## config.mk

```make
export PLATFORM = sky130hd
export DESIGN_NAME = elevator_ctrl
export DESIGN_NICKNAME = d
export VERILOG_FILES = /design/src/rtl/elevator_ctrl.sv
export SDC_FILE = /design/constraint.sdc
export NUM_CORES = 1
export LEC_CHECK = 0
export BUFFER_PORTS_ARGS = -buffer_cell sky130_fd_sc_hd__buf_2
export CAP_MARGIN = 20
export CORE_MARGIN = 3
export CORE_UTILIZATION = 40
export DETAILED_ROUTE_END_ITERATION = 6
export SLEW_MARGIN = 20
export SYNTH_ARGS = -nofsm -noshare
export SYNTH_HDL_FRONTEND = slang
export SYNTH_SLANG_ARGS = --single-unit
```

## constraint.sdc

```tcl
create_clock -name clk -period 3.3 [get_ports clk]
set_input_delay 0.33 -clock clk [delete_from_list [all_inputs] [get_ports clk]]
set_output_delay 0.33 -clock clk [all_outputs]
set_load 0.02 [all_outputs]
```

## src/rtl/elevator_ctrl.sv

```systemverilog
// elevator_ctrl: four-floor elevator controller.
// Hall and cab calls latch into pending registers; a three-state FSM
// (IDLE / MOVE / DOOR) moves the car in half-floor steps, keeps travelling
// in one direction while calls remain ahead, and holds the door open for
// DOOR_CYCLES cycles at each stop. All outputs are registered.
module elevator_ctrl #(
  parameter int unsigned DOOR_CYCLES = 2
) (
  input  logic       clk,
  input  logic       reset_n,
  input  logic [2:0] button_up,
  input  logic [2:0] button_down,
  input  logic [3:0] button_in,
  output logic [2:0] position,
  output logic       open,
  output logic [1:0] direction
);

  typedef enum logic [1:0] {
    ST_IDLE = 2'd0,
    ST_MOVE = 2'd1,
    ST_DOOR = 2'd2
  } state_t;

  localparam logic [1:0] DIR_IDLE  = 2'b00;
  localparam logic [1:0] DIR_UP    = 2'b01;
  localparam logic [1:0] DIR_DN    = 2'b10;
  localparam logic [3:0] DOOR_LOAD = 4'(DOOR_CYCLES - 1);

  // Floors strictly above floor f.
  function automatic logic [3:0] above_mask(input logic [1:0] f);
    above_mask = 4'b1110 << f;
  endfunction

  // Floors strictly below floor f.
  function automatic logic [3:0] below_mask(input logic [1:0] f);
    below_mask = ~(4'b1111 << f);
  endfunction

  // Single-bit mask selecting floor f.
  function automatic logic [3:0] floor_mask(input logic [1:0] f);
    floor_mask = 4'b0001 << f;
  endfunction

  state_t     state_q, state_d;
  logic [2:0] pos_q, pos_d;
  logic       open_q, open_d;
  logic [1:0] dir_q, dir_d;
  logic       last_up_q, last_up_d;
  logic [3:0] cnt_q, cnt_d;
  // Pending calls indexed by floor. up_q[3] and dn_q[0] have no button
  // and stay zero; keeping all vectors 4 wide keeps the floor logic uniform.
  logic [3:0] up_q, up_d;
  logic [3:0] dn_q, dn_d;
  logic [3:0] cab_q, cab_d;

  logic [3:0] any_s;
  logic [1:0] cur_f_s;
  logic       cur_above_s, cur_below_s;
  logic [2:0] step_pos_s;
  logic [1:0] stop_f_s;
  logic       stop_above_s, stop_below_s;
  logic       stop_hit_s;

  logic [3:0] clr_up_s, clr_dn_s, clr_cab_s;
  logic [3:0] abs_up_s, abs_dn_s, abs_cab_s;

  assign any_s        = up_q | dn_q | cab_q;
  assign cur_f_s      = pos_q[2:1];
  assign cur_above_s  = |(any_s & above_mask(cur_f_s));
  assign cur_below_s  = |(any_s & below_mask(cur_f_s));
  assign step_pos_s   = (dir_q == DIR_DN) ? (pos_q - 3'd1) : (pos_q + 3'd1);
  assign stop_f_s     = step_pos_s[2:1];
  assign stop_above_s = |(any_s & above_mask(stop_f_s));
  assign stop_below_s = |(any_s & below_mask(stop_f_s));

  // Decide whether the step about to be taken lands on a floor we must serve.
  always_comb begin
    stop_hit_s = 1'b0;
    if (step_pos_s[0] == 1'b0) begin
      if (dir_q == DIR_DN) begin
        stop_hit_s = cab_q[stop_f_s] | dn_q[stop_f_s] | ~stop_below_s;
      end else begin
        stop_hit_s = cab_q[stop_f_s] | up_q[stop_f_s] | ~stop_above_s;
      end
    end else begin
      stop_hit_s = 1'b0;
    end
  end

  // Next-state, output and pending-call update logic.
  always_comb begin
    state_d   = state_q;
    pos_d     = pos_q;
    open_d    = open_q;
    dir_d     = dir_q;
    last_up_d = last_up_q;
    cnt_d     = cnt_q;
    clr_up_s  = 4'b0000;
    clr_dn_s  = 4'b0000;
    clr_cab_s = 4'b0000;
    abs_up_s  = 4'b0000;
    abs_dn_s  = 4'b0000;
    abs_cab_s = 4'b0000;

    case (state_q)
      ST_IDLE: begin
        if (any_s[cur_f_s]) begin
          // Call at this floor: open and serve everyone waiting here.
          state_d   = ST_DOOR;
          open_d    = 1'b1;
          dir_d     = DIR_IDLE;
          cnt_d     = DOOR_LOAD;
          clr_up_s  = floor_mask(cur_f_s);
          clr_dn_s  = floor_mask(cur_f_s);
          clr_cab_s = floor_mask(cur_f_s);
        end else if ((last_up_q && cur_above_s) || (!last_up_q && !cur_below_s && cur_above_s)) begin
          state_d   = ST_MOVE;
          dir_d     = DIR_UP;
          last_up_d = 1'b1;
          pos_d     = pos_q + 3'd1;
        end else if (cur_below_s) begin
          state_d   = ST_MOVE;
          dir_d     = DIR_DN;
          last_up_d = 1'b0;
          pos_d     = pos_q - 3'd1;
        end else begin
          dir_d = DIR_IDLE;
        end
      end

      ST_MOVE: begin
        pos_d = step_pos_s;
        if (stop_hit_s) begin
          state_d   = ST_DOOR;
          open_d    = 1'b1;
          cnt_d     = DOOR_LOAD;
          clr_cab_s = floor_mask(stop_f_s);
          if (dir_q == DIR_DN) begin
            clr_dn_s = floor_mask(stop_f_s);
            clr_up_s = stop_below_s ? 4'b0000 : floor_mask(stop_f_s);
          end else begin
            clr_up_s = floor_mask(stop_f_s);
            clr_dn_s = stop_above_s ? 4'b0000 : floor_mask(stop_f_s);
          end
        end else begin
          state_d = ST_MOVE;
        end
      end

      ST_DOOR: begin
        // Calls for this floor that the open door already serves are dropped.
        abs_cab_s = floor_mask(cur_f_s);
        abs_up_s  = (dir_q != DIR_DN) ? floor_mask(cur_f_s) : 4'b0000;
        abs_dn_s  = (dir_q != DIR_UP) ? floor_mask(cur_f_s) : 4'b0000;
        if (cnt_q == 4'd0) begin
          state_d = ST_IDLE;
          open_d  = 1'b0;
          dir_d   = DIR_IDLE;
        end else begin
          cnt_d = cnt_q - 4'd1;
        end
      end

      default: begin
        state_d = ST_IDLE;
        open_d  = 1'b0;
        dir_d   = DIR_IDLE;
        cnt_d   = 4'd0;
      end
    endcase

    up_d  = (up_q  & ~clr_up_s)  | ({1'b0, button_up}   & ~abs_up_s);
    dn_d  = (dn_q  & ~clr_dn_s)  | ({button_down, 1'b0} & ~abs_dn_s);
    cab_d = (cab_q & ~clr_cab_s) | (button_in           & ~abs_cab_s);
  end

  // State, outputs and pending calls; synchronous active-low reset.
  always_ff @(posedge clk) begin
    if (!reset_n) begin
      state_q   <= ST_IDLE;
      pos_q     <= 3'd0;
      open_q    <= 1'b0;
      dir_q     <= DIR_IDLE;
      last_up_q <= 1'b1;
      cnt_q     <= 4'd0;
      up_q      <= 4'b0000;
      dn_q      <= 4'b0000;
      cab_q     <= 4'b0000;
    end else begin
      state_q   <= state_d;
      pos_q     <= pos_d;
      open_q    <= open_d;
      dir_q     <= dir_d;
      last_up_q <= last_up_d;
      cnt_q     <= cnt_d;
      up_q      <= up_d;
      dn_q      <= dn_d;
      cab_q     <= cab_d;
    end
  end

  assign position  = pos_q;
  assign open      = open_q;
  assign direction = dir_q;

endmodule

```

### Word level (Yosys, flattened, before mapping)

Cells that the tools add are included.

* bits in registers: 25
* bits in latches: 0
* memory bits (writable): 0
* bits in read-only memories: 0
* logic and storage cells: 134
* memories kept: 0

* add/sub/neg operators: 3
* multiply operators: 0
* divide/modulo/power cells: 0
* magnitude comparators: 2
* equal/unequal tests: 12
* shifts and indexed selects: 6
* mux-type cells: 51
* bitwise logic cells: 31
* reductions and logical operators: 20

Operators with widths (count)
* $mux 4: 16
* $and 4x4->4: 9
* $not 4->4: 8
* $pmux 4 s2: 3
* $or 4x4->4: 5
* $mux 2: 8
* $reduce_or 4->1: 4
* $shl 4x2->4 const A: 4
* $mux 3: 4
* $ne 2x2->1 const B: 6
* $pmux 2 s3: 2
* $pmux 4 s3: 1
* $reduce_and 3->1: 4
* $mux 1: 11
* $bmux 1 s2: 4
* $shl 1x2->4 const A: 2
* $lt 2x3->1 const B: 2
* $pmux 3 s2: 1
* $and 3x4->4: 1
* $eq 2x2->1 const B: 2
* $logic_not 4->1: 1
* $ne 4x4->1 const B: 1
* $not 1->1: 4
* $or 1x1->1: 4
* 13 further kinds: 18

### Longest topological paths before layout

Gate-level depths: netlist of the first run.

* word-level depth: 15
* depth in mapped cells: 9
* depth with buffers taken out: 8

### Worst setup path before layout of the first run

OpenSTA, ideal clock, no wires.

* kind: register to register
* from: register pos_q[1] (netlist: position[1])
* to: register cnt_q[1]
* library setup time: 0.075 ns
* arrival time: 2.842 ns
* data required time: 3.225 ns
* slack: 0.383 ns
* cell stages (with the launch flop): 10
* buffers on the path: 1
* path through: dfxtp_1 -> clkbuf_1 -> inv_1 -> ha_1 -> mux2i_4 -> xor2_1 -> mux4_2 -> a31o_2 -> or2_2 -> o22ai_1

* longest elaborated chain between the ends: 12

RTL lines
* start, declared: line 46 `logic [2:0] pos_q, pos_d;`
* start signal, assigned: line 192 `pos_q <= pos_d;`
* $add 3x1->3 / $sub 3x1->3 (equally long branches): line 72 `assign step_pos_s = (dir_q == DIR_DN) ? (pos_q - 3'd1) : (pos_q + 3'd1);`
* $mux 3: line 72
* $shl 4x2->4: line 37 `below_mask = ~(4'b1111 << f);`
* $not 4->4: line 37
* $and 4x4->4: line 75 `assign stop_below_s = |(any_s & below_mask(stop_f_s));`
* $reduce_or 4->1: line 75
* $not 1->1: line 82 `stop_hit_s = cab_q[stop_f_s] | dn_q[stop_f_s] | ~stop_below_s;`
* $or 1x1->1: line 82
* $mux 1: line 81 `if (dir_q == DIR_DN) begin`
* $mux 1: line 80 `if (step_pos_s[0] == 1'b0) begin`
* $ne 2x2->1 (no line)
* $reduce_and 3->1 (no line) (*)
* end signal, assigned: line 196 `cnt_q <= cnt_d;`
* end, declared: line 50 `logic [3:0] cnt_q, cnt_d;`

Mark *: on every way between the ends. The rest lies on a longest branch, timed or not. The select of a mux whose other input is x is not followed.
A chain may end at the register's enable or synchronous reset.

### Worst setup path in the final report of the first run

* from: register pos_q[0] (netlist: position[0])
* to: register cnt_q[1]

* longest elaborated chain between the ends: 12

RTL lines (line)
* $add 3x1->3 / $sub 3x1->3 (equally long branches): 72
* $mux 3 (*): 72
* $shl 4x2->4: 37
* $not 4->4: 37
* $and 4x4->4: 75
* $reduce_or 4->1: 75
* $not 1->1: 82
* $or 1x1->1: 82
* $mux 1: 81
* $mux 1 (*): 80
* $ne 2x2->1 (no line) (*)
* $reduce_and 3->1 (no line) (*)

Marked as above.

==> results.md, run 1 <==
- Routability cong.: 0.935
- Pins Over Slew Limit: 0
- NetSw: 0.943 mW
- First-pass GRT wire length: 8.27 mm
- Post-Place Cells: 291
- Antenna viol nets, final: 0
- Synthesis-to-layout area growth: 10.9%
- Cell Count, Final, Fillers Out: 295
- # port buffers: 17
- Via count: 1765
- Rows: 23
- Final hold vios: 0
- Syn avg cell area: 7.70 µm²
- Initial core utilization: 42.8%
- Clock skew: 8.35 ps
- Area occupied by multi-input gates: 1200 µm²
- Int Pwr: 0.930 mW
- Worst Path Max Fanout: 7
- Sw Ratio: 50.3%
- P per Cell Area: 958 nW/µm²
- Cell taking the most area after synthesis: dfxtp_1
- Ys async rst share: 0%
- WP data required: 3490 ps
- Hold_ws: 324 ps
- Synth Area in Compound Gates: 30.2%
- Clock Tree Buf Depth: 2
- Number of setup buffers added after CTS: 0
- Setup TNS: 0 ps
- Global Route Usage Sum: 19.8%
- Post-CTS resize count: 0
- Routed vias/inst: 5.98
- Post-DP HPWL: 3.72 mm
- CTS Sinks: 25
- Clock-pin slew on the worst setup and hold paths: 100 ps
- Top cells by count, synth: a21oi_1 (35), nand2_1 (33), dfxtp_1 (25), nor2_1 (14), nor3_1 (13)
- Pin count of the biggest net entering global routing: 32
- Layout fillers: 406
- Register area share after synthesis: 28.4%
- Crit path cell chain: inv_1 > ha_1 > mux2i_4 > xor2_1 > mux4_2 > a31o_2 > or2_2 > o22ai_1
- Vias in the first global route: 1603
- Initial antenna violation count: 0
- Net Count, Synth: 245
- DRT Wirelength: 4.97 mm
- Drt wl/cell: 16.9 µm
- Design area: 1950 µm²
- CTS Buf Count: 3
- Tightest Pin Transition: 865 ps
- Final net count: 262
- Ys flop type: dfxtp_1
- CTS H-tree lvls: 1
- Largest family of logic cells by synthesized area: compound AO/OA/AOI/OAI gates
- Post-synth EDFFs: 0
- Core Util, Final: 47.5%
- Grt ovf: 0
- CTS tree: built
- Root buffer cell: clkbuf_8
- Slowest cell on crit path: mux4_2
- Max stage delay on crit path: 590 ps
- Synth Area in XOR/XNOR: 3.41%
- Startpoint Class: register
- I/O pin count: 18
- Area of the die: 5240 µm²
- Maximum VDD drop: 0.282 mV
- Layout cells sized above 1: 15.9%
- Status: finished, final reports clean
- ANT cells: 0
- Clock Latency Late Sink: 270 ps
- Minimum clock period: 2900 ps
- Slew Limit Headroom: 42.2%
- Syn. warnings: 0
- Critical Path End Type: register
- Mapped Area: 1760 µm²
- DR DRC count: 0
- Max frequency: 0.344 GHz
- Yosys cell types: 48
- Leakage: 0.738 nW
- Count leader, synth: a21oi_1
- Part of the cycle the worst path needs: 88.0%
- DR pass1 iterations: 4
- Worst path arrival time: 3100 ps
- Final setup vio count: 0
- Worst path buffer plus inverter count: 1
- Mux contribution to synthesized area: 6.96%
- Core area: 4120 µm²
- Mapped Cells: 229
- Synth top area share: 28.4%
- Synth top area cells: dfxtp_1 (28%), a21oi_1 (9.9%), nand2_1 (7.0%), mux4_2 (5.1%), nor3_1 (3.7%)
- Unrepaired setup endpoints after global routing: no
- Sequential Power Share: 25.4%
- Worst min path class: primary input to register
- Synth Area in Adders: 2.84%
- Hold_buf cts: 0
- CP Class: register to register
- Drt first-iter violations: 253
- Logic pwr share: 64.4%
- Reg area: 500 µm²
- Die height: 72.4 µm
- Yosys reg bits: 25
- Placed Instance Area: 1910 µm²
- MaxCap Viol Count: 0
- Die Width: 72.4 µm
- Largest delay share family, worst path: multiplexers
- Clock Power Share: 10.2%
- Simple-Gate Fraction of Synth Area: 24.7%
per-stage QoR:
stage / worst slack, ps / power (mW)
2_1_floorplan: 383 / 1.36
3_3_place_gp: 562 / 1.66
3_5_place_dp: 445 / 1.66
4_1_cts: 438 / 1.86
5_1_grt: 218 / 2.02
6_report: 396 / 1.87
registers in the layout, indices dropped and copies added, names as in the netlist:
| signal | count |
|---|---|
| open | 1 |
| dn_q | 4 |
| last_up_q | 1 |
| position | 3 |
| cab_q | 4 |
| up_q | 4 |
| cnt_q | 4 |
| state_q | 2 |
| direction | 2 |
logic make-up after synthesis:
family | after synthesis
buffers and inverters | 16
adder cells (fa/ha/maj) | 4
AO/OA/AOI/OAI | 82
AND/OR/NAND/NOR | 90
flip-flops | 25
XOR/XNOR | 6
multiplexers | 6
worst paths after layout:
check	end	from	cells after the start	slack, ps
max	cnt_q[1]	position[0]	8	400
min	cab_q[0]	button_in[0]	3	320
max reg2reg	cnt_q[1]	position[0]	8	400
min reg2reg	up_q[3]	up_q[3]	1	490
cell usage in the layout, fill, tap and decap left out, types with 2 or more instances in the layout:
master / netlist / routed
nand3_1: 2 / 2
nor2b_1: 3 / 3
nor2_1: 14 / 14
xnor2_1: 4 / 4
a21oi_1: 35 / 35
nand2_1: 33 / 33
nand4_1: 2 / 2
o32ai_1: 2 / 2
a21o_1: 2 / 2
or2_2: 2 / 2
dfxtp_1: 25 / 25
o21ai_0: 11 / 11
buf_2: 1 / 17
mux4_2: 4 / 4
inv_1: 6 / 6
nor3_1: 13 / 13
o311a_1: 2 / 2
o21a_1: 3 / 3
nor3b_1: 2 / 2
a211oi_1: 2 / 2
clkbuf_8: 0 / 3
ha_1: 4 / 4
a22oi_1: 3 / 3
nor4_1: 4 / 4
buf_4: 0 / 5
nand2b_1: 8 / 8
o22ai_1: 3 / 3
o41a_1: 2 / 2
a211oi_2: 2 / 2
a31oi_1: 4 / 4
or3_1: 5 / 5
per-layer routing:
layer	vias to the layer above	GRT usage (%)	routed length, µm
met4	0	4.10	62
li1	881	-	-
met2	51	29.2	2140
met3	8	3.60	289
met1	825	30.0	2490
met5	-	0	0
power by group through the flow:
stage	Combinational, mW	Clock, mW	Sequential (mW)
after global routing	1.32	0.210	0.489
after global placement	1.18	0	0.481
final	1.21	0.191	0.476
after floorplan	0.891	0	0.471
after detailed placement	1.18	0	0.481
after CTS	1.19	0.193	0.474
worst reg2reg max path, cell delays in order, from the launching register on:
cell     delay, ps
dfxtp_1        460
inv_1          140
ha_1           270
mux2i_4        210
xor2_1         430
mux4_2         590
a31o_2         290
or2_2          300
o22ai_1        150
area by class of cell:
| type | instances | area share, % |
|---|---|---|
| multi-input cells | 188 | 61.5 |
| flip-flops and latches | 25 | 25.6 |
| repair buffers | 22 | 6.27 |
| well taps | 50 | 3.20 |
| clock buffers | 4 | 2.30 |
| inverters | 6 | 1.15 |
No activity file was read; power rests on OpenSTA's default activity.
==> inputs of run 2 (changes only) <==
--- a/config.mk
+++ b/config.mk
@@ -5,11 +5,11 @@
 export SDC_FILE = /design/constraint.sdc
 export NUM_CORES = 1
 export LEC_CHECK = 0
-export BUFFER_PORTS_ARGS = -buffer_cell sky130_fd_sc_hd__buf_2
 export CAP_MARGIN = 20
 export CORE_MARGIN = 3
 export CORE_UTILIZATION = 40
 export DETAILED_ROUTE_END_ITERATION = 6
+export DONT_BUFFER_PORTS = 1
 export SLEW_MARGIN = 20
 export SYNTH_ARGS = -nofsm -noshare
 export SYNTH_HDL_FRONTEND = slang
==> results.md, run 2 (synthesized netlist as in run 1, its figures left out) <==
- Status: finished, final reports clean
- CTS Buf Count: 3 (unchanged)
- Critical Path End Type: register
- Max stage delay on crit path: 600 ps (about the same)
- Pins Over Slew Limit: 0 (unchanged)
- P per Cell Area: 980 nW/µm² (+2.3%)
- # port buffers: 0 (-17)
- Clock skew: 0.695 ps (-7.66 ps)
- Slowest cell on crit path: mux4_2
- Initial antenna violation count: 0 (unchanged)
- Max frequency: 0.345 GHz (+0.20%)
- Routed vias/inst: 6.28 (+5.0%)
- Hold_buf cts: 0 (unchanged)
- Vias in the first global route: 1597 (-0.37%)
- Initial core utilization: 42.8% (unchanged)
- Leakage: 0.664 nW (-10%)
- Post-CTS resize count: 0 (unchanged)
- Clock-pin slew on the worst setup and hold paths: 90 ps (about the same)
- Tightest Pin Transition: 859 ps (-6.73 ps)
- Layout cells sized above 1: 9.65% (-6.3 points)
- Final worst setup slack: 402 ps (+5.77 ps)
- CTS H-tree lvls: 1 (unchanged)
- I/O pin count: 18 (unchanged)
- Grt ovf: 0 (unchanged)
- Clock Tree Buf Depth: 2 (unchanged)
- Final hold vios: 0 (unchanged)
- Minimum clock period: 2900 ps (-5.77 ps)
- Most common cell after layout, fill and taps aside: a21oi_1
- Root buffer cell: clkbuf_8
- Die Width: 72.4 µm (unchanged)
- Routability cong.: 0.965 (+3.2%)
- First-pass GRT wire length: 7.78 mm (-5.9%)
- Setup TNS: 0 ps (unchanged)
- Synthesis-to-layout area growth: 6.03%
- Antenna viol nets, final: 0 (unchanged)
- Number of setup buffers added after CTS: 0 (unchanged)
- Post-DP HPWL: 3.60 mm (-3.1%)
- DR pass1 iterations: 4 (unchanged)
- Core area: 4120 µm² (unchanged)
- Final setup vio count: 0 (unchanged)
- Part of the cycle the worst path needs: 87.8% (-0.17 points)
- DR DRC count: 0 (unchanged)
- CP Class: register to register
- Startpoint Class: register
- Area of the die: 5240 µm² (unchanged)
- CTS Sinks: 25 (unchanged)
- Drt wl/cell: 17.4 µm (+3.0%)
- Worst Path Max Fanout: 7 (unchanged)
- Maximum VDD drop: 0.280 mV (-0.93%)
- DRT Wirelength: 4.83 mm (-3.0%)
- Unrepaired setup endpoints after global routing: no
- Global Route Usage Sum: 18.9% (-0.94 points)
- Worst path arrival time: 3090 ps (about the same)
- Via count: 1746 (-1.1%)
- Clock Latency Late Sink: 270 ps (about the same)
- WP data required: 3500 ps (about the same)
- ANT cells: 0 (unchanged)
- Layout fillers: 426 (+4.9%)
- Rows: 23 (unchanged)
- CTS tree: built
- Dpl ws: 439 ps (-5.77 ps)
- Core Util, Final: 45.4% (-2.1 points)
- Worst min path class: primary input to register
- MaxCap Viol Count: 0 (unchanged)
- Crit path cell chain: inv_1 > ha_1 > mux2i_4 > xor2_1 > mux4_2 > a31o_2 > or2_2 > o22ai_1
- Commonest non-fill, non-tap cells in the layout: a21oi_1 (35), nand2_1 (33), dfxtp_1 (25)
- Pin count of the biggest net entering global routing: 32 (unchanged)
- Final net count: 245 (-6.5%)
- Slew Limit Headroom: 42.3% (+0.13 points)
- Die height: 72.4 µm (unchanged)
- Drt first-iter violations: 152 (-40%)
run 2: cell count changes in the layout (fill, tap and decap cells not counted), sizes merged:
cell | previous run | this run
buf | 22 | 5
run 2: per-stage QoR:
step	std cells	hold slack (ps)	cell area, µm²	power [mW]
after floorplan	229	431	1760	1.36
after global placement	274	418	1820	1.63
after detailed placement	274	426	1820	1.63
after CTS	278	145	1870	1.82
after global routing	278	143	1870	1.97
final	278	150	1870	1.83
run 2: final cells by class:
type	count	area, µm²	share of cell area, %
Inverter	6	22.5	1.20
Timing Repair Buffer	5	37.5	2.01
Clock buffer	4	45.0	2.41
Multi-Input combinational cell	188	1200	64.3
Sequential cell	25	500	26.8
Tap cell	50	62.6	3.35
run 2: path summary, 6_finish.rpt:
| path | end | startpoint | depth (start not counted) | slack, ps |
|---|---|---|---|---|
| hold / removal | last_up_q | reset_n | 1 | 150 |
| setup / recovery | cnt_q[1] | position[0] | 8 | 400 |
| setup reg to reg | cnt_q[1] | position[0] | 8 | 400 |
| hold reg to reg | up_q[3] | up_q[3] | 1 | 480 |
run 2: power breakdown:
part | switching [mW] | internal [mW]
combinational | 0.701 | 0.444
clock | 0.104 | 0.0864
sequential | 0.118 | 0.380
total | 0.923 | 0.910
run 2: worst max-delay path, delay by kind of cell, from the launching register on:
family / cells / cell delay [ps]
buf+inv: 1 / 130
xor+xnor: 1 / 440
mux: 2 / 790
compound gates: 2 / 450
simple gates: 1 / 290
fa+ha+maj: 1 / 270
flops: 1 / 460
run 2: routing by layer:
layer / up-vias / global-route usage, % / part of all wire [%]
met2: 77 / 29.2 / 44
li1: 848 / - / -
met5: - / 0 / 0
met4: 0 / 5.53 / 2.3
met3: 14 / 2.63 / 7.9
met1: 807 / 27.3 / 46
